$ cat src/rtl/serial_subtractor.sv
// ----------------------------------------------------------------------------
// serial_subtractor
//   Bit-serial subtract-with-borrow unit. Operands are captured on START and
//   the difference D = A - B - BI is produced one bit per clock, LSB first.
//   When the last bit is done, D and BO are updated together and DONE pulses
//   for one cycle. D and BO then hold until the next completion.
//
// Parameters
//   WIDTH      operand/result width in bits (>= 1)
//
// Ports
//   CK         clock; all state changes happen on the rising edge
//   RST        synchronous active-high reset
//   START      request; sampled only while BUSY=0
//   A, B, BI   minuend, subtrahend, borrow-in; sampled together with START
//   BUSY       high while a subtraction is in progress
//   DONE       one-cycle completion pulse
//   D          difference modulo 2^WIDTH
//   BO         borrow-out (1 iff A < B + BI, unsigned)
//   DBG_STATE  current FSM state (0 = IDLE, 1 = SHIFT)
//
// Handshake: a request is taken on a rising edge where START=1 and the unit
// is idle (BUSY=0, which includes the DONE cycle). START while BUSY=1 is
// ignored. DONE rises WIDTH edges after the accepting edge.
// ----------------------------------------------------------------------------
module serial_subtractor #(
    parameter int WIDTH = 8
) (
    input  logic             CK,
    input  logic             RST,
    input  logic             START,
    input  logic [WIDTH-1:0] A,
    input  logic [WIDTH-1:0] B,
    input  logic             BI,
    output logic             BUSY,
    output logic             DONE,
    output logic [WIDTH-1:0] D,
    output logic             BO,
    output logic             DBG_STATE
);

    localparam int CW = $clog2(WIDTH) + 1;
    localparam logic [CW-1:0] LAST = CW'(WIDTH - 1);

    typedef enum logic {
        IDLE  = 1'b0,
        SHIFT = 1'b1
    } state_t;

    state_t           r_state;
    logic [WIDTH-1:0] r_ra;
    logic [WIDTH-1:0] r_rb;
    logic [WIDTH-1:0] r_rd;
    logic             r_br;
    logic [CW-1:0]    r_cnt;

    logic             w_a;
    logic             w_b;
    logic             w_d;
    logic             w_bo;
    logic [WIDTH-1:0] w_rd_next;

    // One full-subtractor stage on the current LSBs.
    assign w_a  = r_ra[0];
    assign w_b  = r_rb[0];
    assign w_d  = w_a ^ w_b ^ r_br;
    assign w_bo = (~w_a & w_b) | (~(w_a ^ w_b) & r_br);

    // New bit enters at the MSB; after WIDTH shifts the first bit sits at LSB.
    generate
        if (WIDTH == 1) begin : g_rd_one
            assign w_rd_next = w_d;
        end else begin : g_rd_wide
            assign w_rd_next = {w_d, r_rd[WIDTH-1:1]};
        end
    endgenerate

    assign DBG_STATE = r_state;

    always_ff @(posedge CK) begin
        if (RST) begin
            r_state <= IDLE;
            r_ra    <= '0;
            r_rb    <= '0;
            r_rd    <= '0;
            r_br    <= 1'b0;
            r_cnt   <= '0;
            BUSY    <= 1'b0;
            DONE    <= 1'b0;
            D       <= '0;
            BO      <= 1'b0;
        end else begin
            DONE <= 1'b0;
            case (r_state)
                IDLE: begin
                    if (START) begin
                        r_ra    <= A;
                        r_rb    <= B;
                        r_br    <= BI;
                        r_cnt   <= '0;
                        BUSY    <= 1'b1;
                        r_state <= SHIFT;
                    end
                end
                SHIFT: begin
                    r_rd  <= w_rd_next;
                    r_ra  <= r_ra >> 1;
                    r_rb  <= r_rb >> 1;
                    r_br  <= w_bo;
                    r_cnt <= r_cnt + 1'b1;
                    // Final bit: publish result directly from the next-value
                    // path so D includes the bit computed on this edge.
                    if (r_cnt == LAST) begin
                        D       <= w_rd_next;
                        BO      <= w_bo;
                        DONE    <= 1'b1;
                        BUSY    <= 1'b0;
                        r_state <= IDLE;
                    end
                end
                default: r_state <= IDLE;
            endcase
        end
    end

endmodule

$ cat config.mk
export PLATFORM = sky130hd
export DESIGN_NAME = serial_subtractor
export DESIGN_NICKNAME = d
export VERILOG_FILES = /design/src/rtl/serial_subtractor.sv
export SDC_FILE = /design/constraint.sdc
export NUM_CORES = 1
export LEC_CHECK = 0
export BUFFER_PORTS_ARGS = -buffer_cell sky130_fd_sc_hd__buf_2
export CELL_PAD_IN_SITES_DETAIL_PLACEMENT = 0
export CELL_PAD_IN_SITES_GLOBAL_PLACEMENT = 1
export CORE_AREA = 4 4 58 81
export DETAILED_ROUTE_END_ITERATION = 8
export DIE_AREA = 0 0 62 85
export PLACE_DENSITY = 0.76
export SLEW_MARGIN = 10
export SYNTH_ARGS = -nofsm -noshare
export SYNTH_HDL_FRONTEND = slang
export SYNTH_SLANG_ARGS = --single-unit
$ cat constraint.sdc
create_clock -name CK -period 1.9 [get_ports CK]
set_input_delay 0.38 -clock CK [delete_from_list [all_inputs] [get_ports CK]]
set_output_delay 0.38 -clock CK [all_outputs]
set_load 0.01 [all_outputs]
==> results.toml <==
[status]
outcome = "finished, final reports clean"

[worst_setup_path]
critPathMaxFanout = 11
regToRegEndpoint = "BO"
rr_startpoint = "r_cnt[0]"
r2r_setup_slack_ns = 0.40
startpoint = "DBG_STATE"
end_kind = "output pin"
start_kind = "register"
cp_top_family = "flip-flops"
path_cells = "buf_4 > buf_2"
required_ns = 1.52
crit_cells = 2
r2r_cells = 4
crit_buf_inv = 2
arrival_ns = 1.18
crit_end = "DBG_STATE"
critical-path-max-stage-delay_ns = 0.48
cp_slowest_cell = "dfxtp_1"
crit_type = "register to output pin"

[routing]
vias = 1295
wl_met1_um = 1350
avgRoutedWirePerCell_um = 12.8
drc = 0
drtPass1Iterations = 4
drt_wl_total_um = 3300
top_layer = "met4"
final_antenna_net_count = 0
routed_via_density = 5.02
dr_wl_met2_um = 1680
drt_iter0_drc = 45
dr_wl_met3_um = 200

[synthesis]
yosys-top-cells-count = "46 x nand2_1, 40 x dfxtp_1, 25 x a21oi_1"
synth-main-ff-cell = "dfxtp_1"
syn-cell-area_mm2 = 0.00166
synth_top_family_by_area = "simple AND/OR/NAND/NOR gates"
synth_simple_gate_area_frac = 0.169
ys_top_cells_by_area = "dfxtp_1 48%, nand2_1 10%, mux2_2 9.5%, a21oi_1 7.6%, mux2i_1 5.4%"
synthDominantCellAreaShare = 0.484
syn_nets = 205
synthXorXnorAreaFrac = 0.00529
synth-compound-area-share = 0.118
synthAdderAreaFrac = 0.0197
synth_warnings = 0
yosysSeqAreaShare = 0.484
synthCells = 183
synthArstFlopShare = 0
synth.mux.area_fraction = 0.150
ys_ff_latch = 40
synth_edf_count = 0
synth_cell_type_count = 25
synth.avg_cell_area_um2 = 9.05
yosysTopAreaCell = "dfxtp_1"
synth.most_common_cell = "nand2_1"

[floorplanning]
die-height_um = 85
die_area_mm2 = 0.00527
start_util = 0.419
design.core.area_mm2 = 0.00395
row_count = 27
die_x_um = 62
pin_count = 32

[timing]
rsz0062_at_grt = "false"
min_period_ns = 1.56
relSlewSlack = 0.672
final_max_slew_viol_count = 0
fmax_ghz = 0.643
finalCritPeriodShare = 0.819
finClkSkew_ns = 0.00406
tightestPinTransition_ns = 0.492
final-setup-viol-count = 0
hold_viol_final = 0
fin_setup_tns_ns = 0
hold_ws_ns = 0.397

[clock_network]
postCtsSetupRepairBufs = 0
root_buffer = "clkbuf_8"
cts_buffers = 5
cts_resized = 0
hold_buffers = 0
ctsLongestPathBuffers = 2
cts_num_sinks = 40
path_clk_slew_ns = 0.08
htree_levels = 2
cts_tree = "done"
clk_latency_ns = 0.29

[worst_hold_path]
hp-class = "input port to register"
min_path_cells = 3

[power_and_ir_drop]
vdd_drop_max_v = 0.000571
power.density_mw_per_mm2 = 902
leakage_nw = 0.814

[final_layout]
drive_gt1_frac = 0.284
multi_input_area_um2 = 763
antenna_cells = 0
area_growth_syn_to_layout_pct = 17.2
fin_nets = 236
fillers = 410
ff_latch_area_um2 = 801

[global_routing]
grt_max_degree = 24
grt_pass1_vias = 1303
grt_usage = 0.142
grt_pass1_wl_um = 5730
antenna_found_initial = 0
grt_overflow = 0

[place]
hpwl_um = 2330
port-buffer-count = 31
gp_congestion = 0.679

[job]
drv_cap = 0
==> sequential cells by signal (all words and copies together) (netlist names), 4 cells and up <==
| signal | flops |
|---|---|
| r_ra | 8 |
| r_cnt | 4 |
| r_rd | 7 |
| D | 8 |
| r_rb | 8 |
==> worst min path at each step <==
stage | start | end | slack [ns]
6_report | A[7] | r_ra[7] | 0.40
3_5_place_dp | D[5] | D[5] | 0.45
3_3_place_gp | D[7] | D[7] | 0.44
5_1_grt | B[7] | r_rb[7] | 0.42
4_1_cts | A[7] | r_ra[7] | 0.39
2_1_floorplan | r_rd[1] | D[0] | 0.43
==> placed cells by master (no fill, tap or decap), drive strengths merged <==
cell,synthesis,layout
bufinv,0,1
a21oi,27,27
fa,1,1
clkbuf,6,5
ha,1,1
clkinvlp,0,1
nand4b,1,1
nand3,1,1
dfxtp,40,40
mux2,14,14
clkinv,1,2
o211a,1,1
a211oi,4,4
inv,4,4
o21a,1,1
buf,6,36
nand2,46,46
nor3,3,3
and4b,1,1
nor3b,3,3
xor2,1,1
mux2i,9,9
nor2,12,12
==> power by group <==
part | switching [mW] | internal (mW) | leakage (nW) | total (mW)
clock | 0.305 | 0.389 | 0.0541 | 0.693
combinational | 0.0851 | 0.0827 | 0.434 | 0.168
sequential | 0.0202 | 0.870 | 0.326 | 0.890
==> per-stage QoR <==
step,utilization,power (mW),setup WS (ns),std cells,instance area [um^2]
floorplan,-,1.03,0.764,183,1660
global placement,0.463,1.07,0.436,250,1830
detailed placement,0.463,1.08,0.387,250,1830
CTS,0.491,1.78,0.324,258,1940
global route,0.491,1.84,0.251,258,1940
finish,0.491,1.75,0.344,258,1940
==> kinds of logic (layout without fill, tap and decap cells) <==
group | count (synthesis) | after routing
simple gates | 67 | 67
mux | 23 | 23
compound gates | 33 | 33
xor+xnor | 1 | 1
flops | 40 | 40
buf+inv | 17 | 49
fa+ha+maj | 2 | 2
==> worst reg2reg max path: stages (launching register included) <==
cell,delay [ns]
dfxtp_1,0.38
ha_1,0.24
and4b_1,0.52
nor2_1,0.08
a211oi_1,0.21
==> routing by layer <==
metal / up-vias / track usage
li1: 673 / -
met1: 588 / 0.161
met2: 28 / 0.232
met3: 6 / 0.0533
met4: 0 / 0.0579
met5: - / 0
==> layout make-up <==
type / count / area share
clock buffer: 5 / 0.0355
clock inverter: 3 / 0.0219
inverter: 5 / 0.00967
multi-input combinational: 126 / 0.393
sequential: 40 / 0.413
tap: 43 / 0.0277
timing repair buffer: 36 / 0.0993
No activity file was read; power rests on OpenSTA's default activity.
